## src/rtl/pci_arb_pkg.sv

```systemverilog
// rtl/pci_arb_pkg.sv - shared types and helpers for the PCI bus arbiter
// Contents: arbiter state enum, per-cycle action enum, arbitration mode
// constants and the index-width helper used to size owner/rr_ptr.
package pci_arb_pkg;

   typedef enum logic [1:0] {
      IDLE,
      GRANT,
      BUSY,
      DEAD
   } arb_state_e;

   // What the grant/owner/counter registers do on the next edge.
   typedef enum logic [2:0] {
      ACT_HOLD,
      ACT_ARB,
      ACT_SAME,
      ACT_DROP,
      ACT_PARK,
      ACT_COUNT
   } arb_act_e;

   localparam int ARB_FIXED = 0;
   localparam int ARB_RR    = 1;

   function automatic int calc_idw(input int n);
      return (n > 2) ? $clog2(n) : 1;
   endfunction

endpackage

```

## src/rtl/pci_arb_pick.sv

```systemverilog
// rtl/pci_arb_pick.sv - combinational winner selection for the PCI arbiter
// Ports:
//   req    in  N    requests, active high
//   rr_ptr in  IDW  round-robin search start index
//   mode   in  1    0 = fixed priority (highest index), 1 = round-robin
//   winner out IDW  selected index (0 when valid is low)
//   valid  out 1    at least one request present
module pci_arb_pick #(
   parameter int N   = 5,
   parameter int IDW = 3
)(
   input  logic [N-1:0]   req,
   input  logic [IDW-1:0] rr_ptr,
   input  logic           mode,
   output logic [IDW-1:0] winner,
   output logic           valid
);

   always_comb begin
      int idx;
      idx    = 0;
      winner = '0;
      valid  = |req;
      if (mode) begin
         // Walk offsets from farthest to nearest so the request closest to
         // rr_ptr (in ascending, wrapping order) is the last one written.
         for (int off = N - 1; off >= 0; off--) begin
            idx = int'(rr_ptr) + off;
            if (idx >= N) begin
               idx = idx - N;
            end
            if (req[idx]) begin
               winner = IDW'(idx);
            end
         end
      end else begin
         for (int i = 0; i < N; i++) begin
            if (req[i]) begin
               winner = IDW'(i);
            end
         end
      end
   end

endmodule

```

## src/rtl/pci_bus_arbiter.sv

```systemverilog
// rtl/pci_bus_arbiter.sv - parametrised central PCI bus arbiter
// Optional feature macro: PCI_ARB_PARK_EN (bus parking on PARK_ID).
// Ports:
//   clk       in   1    clock, rising edge
//   rst       in   1    synchronous reset, active high
//   req_n     in   N    bus requests, active low
//   gnt_n     out  N    registered grants, active low, at most one low
//   iframe    in   1    FRAME#, active low
//   iready    in   1    IRDY#, active low
//   owner     out  IDW  index of the current grant holder
//   owner_vld out  1    some grant is asserted
//   bus_busy  out  1    registered, iframe or iready was low
module pci_bus_arbiter
   import pci_arb_pkg::*;
#(
   parameter int N_MASTERS   = 5,
   parameter int ARB_MODE    = 0,
   parameter int GNT_TIMEOUT = 16,
   parameter int PARK_ID     = 0,
   localparam int IDW        = calc_idw(N_MASTERS)
)(
   input  logic                 clk,
   input  logic                 rst,
   input  logic [N_MASTERS-1:0] req_n,
   output logic [N_MASTERS-1:0] gnt_n,
   input  logic                 iframe,
   input  logic                 iready,
   output logic [IDW-1:0]       owner,
   output logic                 owner_vld,
   output logic                 bus_busy
);

   localparam int            CW       = calc_idw(GNT_TIMEOUT);
   localparam logic [CW-1:0] CNT_LAST = CW'(GNT_TIMEOUT - 1);

   arb_state_e           state_q, state_d;
   arb_act_e             act;
   logic [N_MASTERS-1:0] gnt_n_q, gnt_n_d;
   logic [IDW-1:0]       owner_q, owner_d;
   logic [IDW-1:0]       rr_ptr_q, rr_ptr_d;
   logic                 owner_vld_q, owner_vld_d;
   logic                 bus_busy_q, bus_busy_d;
   logic [CW-1:0]        cnt_q, cnt_d;

   logic [N_MASTERS-1:0] req;
   logic [N_MASTERS-1:0] owner_oh;
   logic [IDW-1:0]       pick_idx;
   logic                 pick_vld;
   logic                 bus_idle;
   logic                 owner_req;
   logic                 other_req;

   assign req       = ~req_n;
   assign bus_idle  = iframe & iready;
   assign owner_oh  = N_MASTERS'(1) << owner_q;
   assign owner_req = |(req & owner_oh);
   assign other_req = |(req & ~owner_oh);

`ifdef PCI_ARB_PARK_EN
   // Parking is the only way to hold a grant while sitting in IDLE.
   logic parked;
   assign parked = (state_q == IDLE) && owner_vld_q;
`endif

   pci_arb_pick #(
      .N   (N_MASTERS),
      .IDW (IDW)
   ) u_pick (
      .req    (req),
      .rr_ptr (rr_ptr_q),
      .mode   (ARB_MODE == ARB_RR),
      .winner (pick_idx),
      .valid  (pick_vld)
   );

   function automatic logic [IDW-1:0] next_ptr(input logic [IDW-1:0] idx);
      return (int'(idx) == N_MASTERS - 1) ? '0 : idx + 1'b1;
   endfunction

   // State register (all flops).
   always_ff @(posedge clk) begin
      if (rst) begin
         state_q     <= IDLE;
         gnt_n_q     <= '1;
         owner_q     <= '0;
         owner_vld_q <= 1'b0;
         bus_busy_q  <= 1'b0;
         rr_ptr_q    <= '0;
         cnt_q       <= '0;
      end else begin
         state_q     <= state_d;
         gnt_n_q     <= gnt_n_d;
         owner_q     <= owner_d;
         owner_vld_q <= owner_vld_d;
         bus_busy_q  <= bus_busy_d;
         rr_ptr_q    <= rr_ptr_d;
         cnt_q       <= cnt_d;
      end
   end

   // Next-state logic; also decides what the grant registers do.
   always_comb begin
      state_d = state_q;
      act     = ACT_HOLD;
      case (state_q)
         // DEAD is its own single cycle of no grant, but arbitrates exactly
         // like IDLE so the new owner appears on the edge that ends it.
         IDLE, DEAD: begin
`ifdef PCI_ARB_PARK_EN
            if (parked) begin
               if (!iframe) begin
                  state_d = BUSY;
                  act     = ACT_HOLD;
               end else if (other_req) begin
                  state_d = DEAD;
                  act     = ACT_DROP;
               end else if (owner_req) begin
                  state_d = GRANT;
                  act     = ACT_SAME;
               end else begin
                  act     = ACT_HOLD;
               end
            end else
`endif
            if (pick_vld && bus_idle) begin
               state_d = GRANT;
               act     = ACT_ARB;
            end else begin
               state_d = IDLE;
`ifdef PCI_ARB_PARK_EN
               act     = pick_vld ? ACT_DROP : ACT_PARK;
`else
               act     = ACT_DROP;
`endif
            end
         end
         GRANT: begin
            if (!iframe) begin
               state_d = BUSY;
               act     = ACT_HOLD;
            end else if (!owner_req || (cnt_q == CNT_LAST)) begin
               state_d = DEAD;
               act     = ACT_DROP;
            end else begin
               act     = ACT_COUNT;
            end
         end
         BUSY: begin
            if (bus_idle) begin
               if (owner_req && !other_req) begin
                  state_d = GRANT;
                  act     = ACT_SAME;
               end else begin
                  state_d = DEAD;
                  act     = ACT_DROP;
               end
            end
         end
         default: begin
            state_d = IDLE;
            act     = ACT_DROP;
         end
      endcase
   end

   // Output / datapath register inputs.
   always_comb begin
      gnt_n_d     = gnt_n_q;
      owner_d     = owner_q;
      owner_vld_d = owner_vld_q;
      rr_ptr_d    = rr_ptr_q;
      cnt_d       = cnt_q;
      bus_busy_d  = ~bus_idle;
      case (act)
         ACT_ARB: begin
            gnt_n_d     = ~(N_MASTERS'(1) << pick_idx);
            owner_d     = pick_idx;
            owner_vld_d = 1'b1;
            rr_ptr_d    = next_ptr(pick_idx);
            cnt_d       = '0;
         end
         ACT_SAME: begin
            rr_ptr_d    = next_ptr(owner_q);
            cnt_d       = '0;
         end
         ACT_DROP: begin
            gnt_n_d     = '1;
            owner_vld_d = 1'b0;
            cnt_d       = '0;
         end
         ACT_PARK: begin
            gnt_n_d     = ~(N_MASTERS'(1) << PARK_ID);
            owner_d     = IDW'(PARK_ID);
            owner_vld_d = 1'b1;
            cnt_d       = '0;
         end
         ACT_COUNT: begin
            if (cnt_q != '1) begin
               cnt_d = cnt_q + 1'b1;
            end
         end
         default: begin
         end
      endcase
   end

   assign gnt_n     = gnt_n_q;
   assign owner     = owner_q;
   assign owner_vld = owner_vld_q;
   assign bus_busy  = bus_busy_q;

endmodule
```

## config.mk

```make
export PLATFORM = sky130hd
export DESIGN_NAME = pci_bus_arbiter
export DESIGN_NICKNAME = d
export VERILOG_FILES = /design/src/rtl/pci_arb_pkg.sv /design/src/rtl/pci_arb_pick.sv /design/src/rtl/pci_bus_arbiter.sv
export SDC_FILE = /design/constraint.sdc
export NUM_CORES = 1
export LEC_CHECK = 0
export ABC_AREA = 1
export BUFFER_PORTS_ARGS = -buffer_cell sky130_fd_sc_hd__buf_2
export CAP_MARGIN = 20
export CORE_UTILIZATION = 57
export CTS_BUF_LIST = sky130_fd_sc_hd__clkbuf_8
export DETAILED_ROUTE_END_ITERATION = 10
export GPL_ROUTABILITY_DRIVEN = 0
export PLACE_DENSITY = 0.74
export SLEW_MARGIN = 20
export SYNTH_ARGS = -nofsm -noshare
export SYNTH_HDL_FRONTEND = slang
export SYNTH_HIERARCHICAL = 1
export SYNTH_SLANG_ARGS = --single-unit
```

## constraint.sdc

```tcl
create_clock -name clk -period 4.1 [get_ports clk]
set_clock_uncertainty 0.05 [all_clocks]
set_input_delay 0.205 -clock clk [delete_from_list [all_inputs] [get_ports clk]]
set_output_delay 0.205 -clock clk [all_outputs]
set_load 0.01 [all_outputs]
```

Word level (Yosys, flattened, before mapping)

Cells that the tools add are included.

Output and inout port bits: 10
Bits in registers: 16
Input port bits: 9
Logic and storage cells: 68

Reduce and logical (&&, ||, !) cells: 18
Muxes and demuxes: 21
Shifts and indexed selects: 2
$add $sub $neg: 1
Bitwise gates (word level): 7
Equality and inequality tests: 13

Operators by type and width:

| operator                                                           | count |
|---|---|
| 2-bit two-way mux                                                  | 8 |
| 5-bit inverter                                                     | 3 |
| 5-bit one-hot mux with 3 select lines                              | 1 |
| 5-bit OR reduction                                                 | 3 |
| 5-bit bitwise AND                                                  | 2 |
| 1-bit by 3-bit left shift with 5-bit output (first input constant) | 2 |
| 3-bit two-way mux                                                  | 3 |
| 3-bit one-hot mux with 3 select lines                              | 1 |
| 4-bit one-hot mux with 2 select lines                              | 1 |
| 3-bit by 2-bit == test with 1-bit output (second input constant)   | 2 |
| 3-bit == test (second input constant)                              | 2 |
| 2-bit one-hot mux with 3 select lines                              | 1 |
| 3-bit one-hot mux with 2 select lines                              | 1 |
| 2-bit nonzero test                                                 | 3 |
| 4-bit by 1-bit adder with 4-bit output (second input constant)     | 1 |
| 2-bit == test (second input constant)                              | 2 |
| 4-bit == test (second input constant)                              | 1 |
| 4-bit two-way mux                                                  | 1 |
| 2-bit != test (second input constant)                              | 2 |
| 4-bit != test (second input constant)                              | 1 |
| 2-bit AND reduction                                                | 2 |
| 2-bit OR reduction                                                 | 2 |
| 4-bit OR reduction                                                 | 1 |
| 3-bit by 1-bit == test with 1-bit output (second input constant)   | 1 |
| other kinds (11)                                                   | 15 |

Depth between registers and ports, before layout

Gate-level depths: netlist of the first run.

Depth in word-level cells: 13
Depth in mapped cells: 27
Mapped depth without buffers: 27

Hierarchy

The synthesis of the first run kept the hierarchy.

Modules (own cells, without submodules):

| module          | instances | area an instance (um2) | seq. area each (um2) | cells an instance |
|---|---|---|---|---|
| pci_bus_arbiter | 1         | 1341.3                 | 380.4                | 181 |
| pci_arb_pick    | 1         | 943.4                  | 0.0                  | 174 |

Least setup slack after synthesis of the first run

Ideal clock, no wire load.

Path kind: reg-to-reg
Start: register owner_q[2], in the netlist owner[2]
End: register gnt_n_q[4], in the netlist gnt_n[4]
Path buffers: 0
Period minus slack after synthesis: 1915 ps
Stages on the path, launching flop included: 14
Required time: 3937 ps
Library setup time: 113 ps
Arrival: 1753 ps
Setup slack: 2185 ps
Path through: dfxtp_1 inv_2 ha_1 or2_2 nand2_1 nor2_4 nand2_4 nand2_2 nand3_2 nand2_4 nor2_4 nand3_2 nor2_1 nor2_1

Longest elaborated chain between the ends: 11
Elaborated cells between the ends (all ways): 20
Classes of those cells: 3 x eq/ne; 1 x shift; 6 x mux; 3 x bitwise; 7 x reduce/logical

Ends and longest elaborated chain:

| what                                                                        | line                   | source |
|---|---|---|
| start: declaration                                                          | pci_bus_arbiter.sv:39  | `logic [IDW-1:0] owner_q, owner_d;` |
| start signal: assignment                                                    | pci_bus_arbiter.sv:93  | `owner_q <= owner_d;` |
| 1-bit by 3-bit left shift with 5-bit output *                               | pci_bus_arbiter.sv:55  | `assign owner_oh = N_MASTERS'(1) << owner_q;` |
| 5-bit inverter                                                              | pci_bus_arbiter.sv:57  | `assign other_req = \|(req & ~owner_oh);` |
| 5-bit bitwise AND                                                           | pci_bus_arbiter.sv:57  |  |
| 5-bit OR reduction                                                          | pci_bus_arbiter.sv:57  |  |
| 1-bit zero test                                                             | pci_bus_arbiter.sv:150 | `if (owner_req && !other_req) begin` |
| 1-bit logical AND                                                           | pci_bus_arbiter.sv:150 |  |
| 1-bit two-way mux                                                           | pci_bus_arbiter.sv:150 |  |
| 2-bit two-way mux                                                           | pci_bus_arbiter.sv:149 | `if (bus_idle) begin` |
| 3-bit one-hot mux with 3 select lines *                                     | pci_bus_arbiter.sv:105 | `case (state_q)` |
| 3-bit == test, or another cell as far along                                 | pci_bus_arbiter.sv:174 | `case (act)` |
| 5-bit one-hot mux with 3 select lines or 3-bit nonzero test (tied branches) | -                      |  |
| end signal: assignment                                                      | pci_bus_arbiter.sv:92  | `gnt_n_q <= gnt_n_d;` |
| end: declaration                                                            | pci_bus_arbiter.sv:38  | `logic [N_MASTERS-1:0] gnt_n_q, gnt_n_d;` |

Every way passes the cells marked *; elsewhere a longest branch is shown, timed or not.
A chain may end at the register's enable or synchronous reset.

Final worst setup path of the first run

Same ends and word-level chain as after synthesis.

==> reports/metrics.cfg, run 1 <==
[power]
max-vdd-ir-drop_mv=0.262
p_clk_share_pct=13.6
switchingPower_mw=0.481
p_per_area_nw_per_um2=386
seq_power_share_pct=23.1
p_leak_nw=1.23
switching_share_pct=50.5
power_frac_comb_pct=63.3
power.internal_mw=0.471

[worst_setup_path]
critPathRequiredTime_ps=4200
reg2regPathDepth=13
end_kind=flop
crit_path_max_fanout=8
crit_slowest_cell=dfxtp_1
timing.rr.start=owner[2]$_SDFFE_PP0P_
start_kind=flop
reg2reg_slack_ps=2070
cp.arrival_ps=2130
crit_path_cell_trace=inv_2 > ha_1 > or2_2 > nand2_1 > nor2_4 > nand2_4 > nand2_2 > nand3_2 > nand2_4 > nor2_4 > nand3_2 > nor2_1 > nor2_1
critPathKind=flop to flop
max_stage_delay_ps=440
reg2reg_to=gnt_n[4]$_SDFFE_PP1P_

[global_route]
grt_first_pass_wirelength_um=8530
antenna_found_initial=0
grtUsageTotal_pct=25.1
grt_max_degree=16
grt_pass1_vias=2049
overflow=0

[layout]
final_util_pct=65.8
layout.nets=413
antenna_cells=0
drive_above_1_share_pct=17.8
area_delta_synth_final_pct=7.83

[clock_tree]
cts.htree.levels=1
ctsHoldBuffers=0
clock_sinks=19
path_clk_slew_ps=70
cts_buffers=3
cts_tree=yes
cts_buffer_depth=2
cts_resized=0
postCtsSetupBuffers=0
cts-root-buf=clkbuf_8
clk_latency_ps=260

[synth]
synth_area_sq_um=2280
yosysSeqAreaShare_pct=16.6
ys_warn_count=6
synth_cell_types=36
syn_avg_cell_area_sq_um=6.44
syn_inst=355
synth.ff_latch_count=19

[route]
vias_per_cell=5.26
drt_iter0_markers=141
vias=2237
drtAntennaViolNets=0
routed_wl_um=4940
drc_errors=0
wire_per_inst_um=11.6
dr.pass1.iters=4

[floorplan]
io_pins=19
dieArea_sq_um=4270
initial_utilization_pct=61.0
coreArea_sq_um=3740
die_x_um=65.3
die_h_um=65.3
row_count=22

[worst_hold_path]
hold_path.startpoint=rst
worstHoldEndpoint=state_q[1]$_SDFFE_PP0P_
hp-class=input pin to flop
min_path_cells=2

[sta]
timing.setup.tns_ps=0
timing.fmax_mhz=493
fin_crit_sh_pct=49.4
final.min_clock_period_ps=2030
finalHoldViolations=0
slew-limit-headroom_pct=57.1
setup_viol=0
rsz0062_at_grt=false
slew_violations=0
tightest_slew_ps=643

[place]
numPortBuffers=18
dpl.hpwl_um=3960

[run_status]
status=finished, final reports clean

[job]
maxCapViolCount=0

## power groups by stage
| stage | clock network, mW | logic [mW] | registers, mW |
|---|---|---|---|
| 2_1_floorplan | 0 | 0.488 | 0.220 |
| 3_3_place_gp | 0 | 0.589 | 0.224 |
| 3_5_place_dp | 0 | 0.597 | 0.225 |
| 4_1_cts | 0.134 | 0.600 | 0.220 |
| 5_1_grt | 0.139 | 0.684 | 0.223 |
| 6_report | 0.129 | 0.603 | 0.220 |
## state kept, by name, summed over array words and instances (netlist names)
register   flops
bus_busy       1
cnt_q          4
gnt_n          5
owner          3
owner_vld      1
rr_ptr_q       3
state_q        2
## stage by stage
stage                     setup WS, ps  area, sq um  power, mW  hold slack, ps  instances
after floorplan                   2180         2300      0.708             404        358
after global placement            2150         2420      0.814             391        421
after detailed placement          2070         2420      0.821             393        421
after CTS                         2060         2460      0.954             226        425
after global routing              1890         2460       1.05             233        425
final                             2070         2460      0.952             221        425
## layout by cell type (no fill, tap or decap), drive strengths merged, types with 2 or more instances in the layout
master and n:
or2 3, xor2 4, nand2 104, a31oi 2
clkbuf 3, inv 51, nand3 33, ha 25
o22ai 3, nor2 40, o211ai 3, buf 18
a21oi 26, nand4 7, nor3 2, o21ai 25
dfxtp 19, conb 4
## worst max-delay path: cells and delay by family, from the launching register on
| family | cells | cell delay [ps] |
|---|---|---|
| adder cells (fa/ha/maj) | 1 | 210 |
| AND/OR/NAND/NOR | 11 | 1130 |
| buffers and inverters | 1 | 100 |
| flip-flops | 1 | 440 |
## cell usage after synthesis
library cell	instances	area, sq um
ha_1	25	313
nand2_4	6	67.6
inv_1	45	169
or2_1	2	12.5
o21ai_1	10	50.1
nor2_4	3	33.8
fa_1	1	20.0
o21ai_2	1	8.76
inv_2	5	18.8
nor3_1	2	10.0
clkinv_2	1	5.00
nor2_1	31	116
a21oi_4	2	32.5
nand3_4	1	17.5
dfxtp_1	19	380
a21oi_2	1	8.76
nor2_2	6	37.5
nor4b_1	1	8.76
o21ai_0	14	70.1
o211ai_1	3	22.5
conb_1	1	3.75
a31oi_1	2	12.5
nand2_1	86	323
a21boi_0	1	7.51
a21oi_1	23	115
nand2_2	12	75.1
nand3_1	26	130
xor2_1	4	35.0
buf_2	1	5.00
xnor2_1	1	8.76
nand4_1	6	37.5
buf_6	2	22.5
nand3_2	6	60.1
nand4_4	1	21.3
o22ai_1	3	18.8
or2_2	1	6.26
## metal layers
layer	wire, um	global-route usage [%]
met2	2450	47.3
met1	2290	29.4
met3	96	1.91
met4	97	8.70
met5	0	0
## cell type report
type                            instances  area (sq um)
Tap cell                               48          60.1
Sequential cell                        19           380
Fill cell                             373          1280
Multi-Input combinational cell        285          1700
Clock buffer                            3          41.3
Clock inverter                          1          3.75
Inverter                               51           193
Timing Repair Buffer                   18          90.1
## cell families after synthesis
family	after synthesis	synth area share [%]
AO/OA/AOI/OAI	60	15.2
XOR/XNOR	5	1.92
adder cells (fa/ha/maj)	26	14.6
buffers and inverters	54	9.64
flip-flops	19	16.6
other	1	0.164
AND/OR/NAND/NOR	190	41.9
## worst max-delay path by stage
| stage | to | start | slack [ps] |
|---|---|---|---|
| final | gnt_n[4]$_SDFFE_PP1P_ | owner[2]$_SDFFE_PP0P_ | 2070 |
| after CTS | gnt_n[4]$_SDFFE_PP1P_ | owner[2]$_SDFFE_PP0P_ | 2060 |
| after detailed placement | gnt_n[4]$_SDFFE_PP1P_ | owner[2]$_SDFFE_PP0P_ | 2070 |
| after global placement | gnt_n[0]$_SDFFE_PP1P_ | owner[2]$_SDFFE_PP0P_ | 2150 |
| after floorplan | gnt_n[4]$_SDFFE_PP1P_ | owner[2]$_SDFFE_PP0P_ | 2180 |
| after global routing | gnt_n[0]$_SDFFE_PP1P_ | owner[0]$_SDFFE_PP0P_ | 1890 |
Note: power is estimated with default switching activity, not from simulation.
==> run 2, diff against run 1 <==
--- a/config.mk
+++ b/config.mk
@@ -12,7 +12,7 @@
 export CTS_BUF_LIST = sky130_fd_sc_hd__clkbuf_8
 export DETAILED_ROUTE_END_ITERATION = 10
 export GPL_ROUTABILITY_DRIVEN = 0
-export PLACE_DENSITY = 0.74
+export PLACE_DENSITY = 0.77
 export SLEW_MARGIN = 20
 export SYNTH_ARGS = -nofsm -noshare
 export SYNTH_HDL_FRONTEND = slang
==> constraint.sdc (replaced) <==
create_clock -name clk -period 1.65 [get_ports clk]
set_clock_uncertainty 0.05 [all_clocks]
set_input_delay 0.0825 -clock clk [delete_from_list [all_inputs] [get_ports clk]]
set_output_delay 0.0825 -clock clk [all_outputs]
set_load 0.01 [all_outputs]
==> run 2 against run 1 <==
Net effect: routed wire length rose by 16%; setup slack worse by 2300 ps; via count rose by 7.2%; sequential power rose to 2.5 times the previous value; critical path depth unchanged; cell count grew 6.4%; register-to-register slack lost 2300 ps; highest routed layer unchanged; die area did not move; clock power grew to 2.6 times the previous value; largest power group unchanged; the flow now finishes with violations (negative setup slack).
==> reports/metrics.cfg, run 2 (synthesis results as in run 1) <==
[global_route]
use_met2_pct=51.9  ; +4.6 points
grt_use_met1_pct=32.5  ; +3.0 points
grt_max_degree=16  ; unchanged
grt_first_pass_wirelength_um=9360  ; +9.8%
overflow=0  ; unchanged
use_met3_pct=1.91  ; unchanged
antenna_found_initial=0  ; unchanged
grt_busiest_layer=met2
grt_pass1_vias=2203  ; +7.5%
grtUsageTotal_pct=27.6  ; +2.5 points

[layout]
fillers=269  ; -28%
final_common_cell=nand2_1
mostFrequentLayoutCells=80 x nand2_1, 41 x inv_1, 29 x nor2_1, 26 x nand3_1, 26 x buf_4
seq_area_sq_um=389  ; +2.3%
final_util_pct=76.6  ; +11 points
post-route-cell-area_sq_um=2870  ; +16%
multi_input_area_sq_um=1870  ; +10%
largest_register_ff_count=5  ; unchanged
antenna_cells=0  ; unchanged
layout.nets=440  ; +6.5%
drive_above_1_share_pct=30.0  ; +12 points
area_delta_synth_final_pct=25.5

[sta]
setup_viol=14  ; +14
slew_violations=0  ; unchanged
rsz0062_at_grt=true
timing.fmax_mhz=528  ; +7.1%
finalHoldViolations=0  ; unchanged
tightest_slew_ps=657  ; +14.6 ps
final.min_clock_period_ps=1890  ; -134 ps
slew-limit-headroom_pct=56.1  ; -0.97 points
setup_ws_ps=-243  ; -2320 ps
fin_crit_sh_pct=115  ; +65 points

[clock_tree]
clock_sinks=19  ; unchanged
clk_latency_ps=260  ; about the same
cts_buffer_depth=2  ; unchanged
cts-root-buf=clkbuf_8
cts.htree.levels=1  ; unchanged
cts_buffers=3  ; unchanged
ctsHoldBuffers=0  ; unchanged
path_clk_slew_ps=80  ; about the same
cts_tree=yes

[worst_setup_path]
path_buf_inv=0  ; -1
cp_common_cell=nand2_4
end_kind=flop
critPathKind=flop to flop
crit_slowest_cell=dfxtp_4
crit_path_max_fanout=7  ; -1
start_kind=flop
cp_top_family=simple AND/OR/NAND/NOR gates
crit_path_cell_trace=ha_4 > ha_4 > or2_4 > nand2_4 > nor2_4 > nand2_4 > nand2_4 > nand3_4 > nand2_8 > nor2_4 > nand3_2 > nor2_2 > nor2_1
cp.arrival_ps=2000  ; -130 ps
critPathRequiredTime_ps=1760  ; -2440 ps
max_stage_delay_ps=380  ; -60 ps

[route]
vias=2398  ; +7.2%
drt_iter0_markers=125  ; -11%
drtAntennaViolNets=0  ; unchanged
dr.pass1.iters=4  ; unchanged
wire_per_inst_um=12.7  ; +9.2%
vias_per_cell=5.31  ; +0.79%
routed_wl_um=5730  ; +16%
drc_errors=0  ; unchanged

[place]
place_area_sq_um=2600  ; +7.6%
dp_slack_ps=-249  ; -2320 ps
dpl.hpwl_um=4350  ; +10%
numPortBuffers=18  ; unchanged

[power]
total_power_mw=2.58  ; +170%
p_leak_nw=1.40  ; +13%
p_per_area_nw_per_um2=902  ; +130%
max-vdd-ir-drop_mv=0.745  ; +180%

[job]
maxCapViolCount=0  ; unchanged

[floorplan]
coreArea_sq_um=3740  ; unchanged
io_pins=19  ; unchanged
initial_utilization_pct=61.0  ; unchanged
die_h_um=65.3  ; unchanged
row_count=22  ; unchanged
dieArea_sq_um=4270  ; unchanged
die_x_um=65.3  ; unchanged

[run_status]
status=complete, but fails checks
violations=negative setup slack

[worst_hold_path]
hp-class=input pin to flop

-- run 2: changes by cell type in the layout (fill, tap and decap cells not counted), moves of 3 or more --
cell and delta:
buf_4 +26, nand2_1 -6, ha_1 -5, inv_1 -5, ha_4 +4, inv_4 +4
nand2_4 +4, a21oi_1 -3, a21oi_2 +3, dfxtp_1 -3, nor2_4 +3
-- run 2: what timing repair did --
item | CTS | global route
gates resized for setup | 23 | 18
endpoints found under the setup margin | 15 | 15
buffers inserted | 5 | 3
pin swaps | 8 | 6
-- run 2: metal layers --
| metal | share of wire [%] | wire [um] |
|---|---|---|
| met1 | 43 | 2480 |
| met2 | 53 | 3040 |
| met3 | 2.5 | 145 |
| met4 | 1.3 | 74 |
| met5 | 0 | 0 |
-- run 2: worst register-to-register path, cell delays in order, from the launching register on --
cell	delay [ps]
dfxtp_4	380
ha_4	170
ha_4	150
or2_4	230
nand2_4	80
nor2_4	50
nand2_4	80
nand2_4	50
nand3_4	90
nand2_8	90
nor2_4	120
nand3_2	110
nor2_2	110
nor2_1	50
-- run 2: where the power goes --
group	leakage, nW	switching (mW)	internal (mW)
Clock	0.0255	0.167	0.168
Sequential	0.157	0.0633	0.490
Combinational	1.21	1.07	0.623
-- run 2: layout make-up --
type,count,share of cell area (%)
Clock buffer,3,1.44
Clock inverter,1,0.175
Inverter,51,7.07
Multi-Input combinational cell,285,65.3
Sequential cell,19,13.6
Tap cell,48,2.10
Timing Repair Buffer,45,10.3
-- run 2: metrics by stage --
step | hold slack [ps] | std cells | setup TNS, ps
2_1_floorplan | 282 | 358 | -989
3_3_place_gp | 354 | 440 | -1940
3_5_place_dp | 361 | 440 | -2850
4_1_cts | 90.3 | 449 | -1740
5_1_grt | 107 | 452 | -3630
6_report | 87.9 | 452 | -2320
-- run 2: worst paths after layout --
kind,from,endpoint,slack (ps),cells after the start
worst max-delay path,owner[0]$_SDFFE_PP0P_,gnt_n[4]$_SDFFE_PP1P_,-240,13
worst min-delay path,rst,owner_vld$_SDFFE_PP0P_,90,2
worst max register to register,owner[0]$_SDFFE_PP0P_,gnt_n[4]$_SDFFE_PP1P_,-240,13
worst min register to register,gnt_n[3]$_SDFFE_PP1P_,gnt_n[3]$_SDFFE_PP1P_,420,2
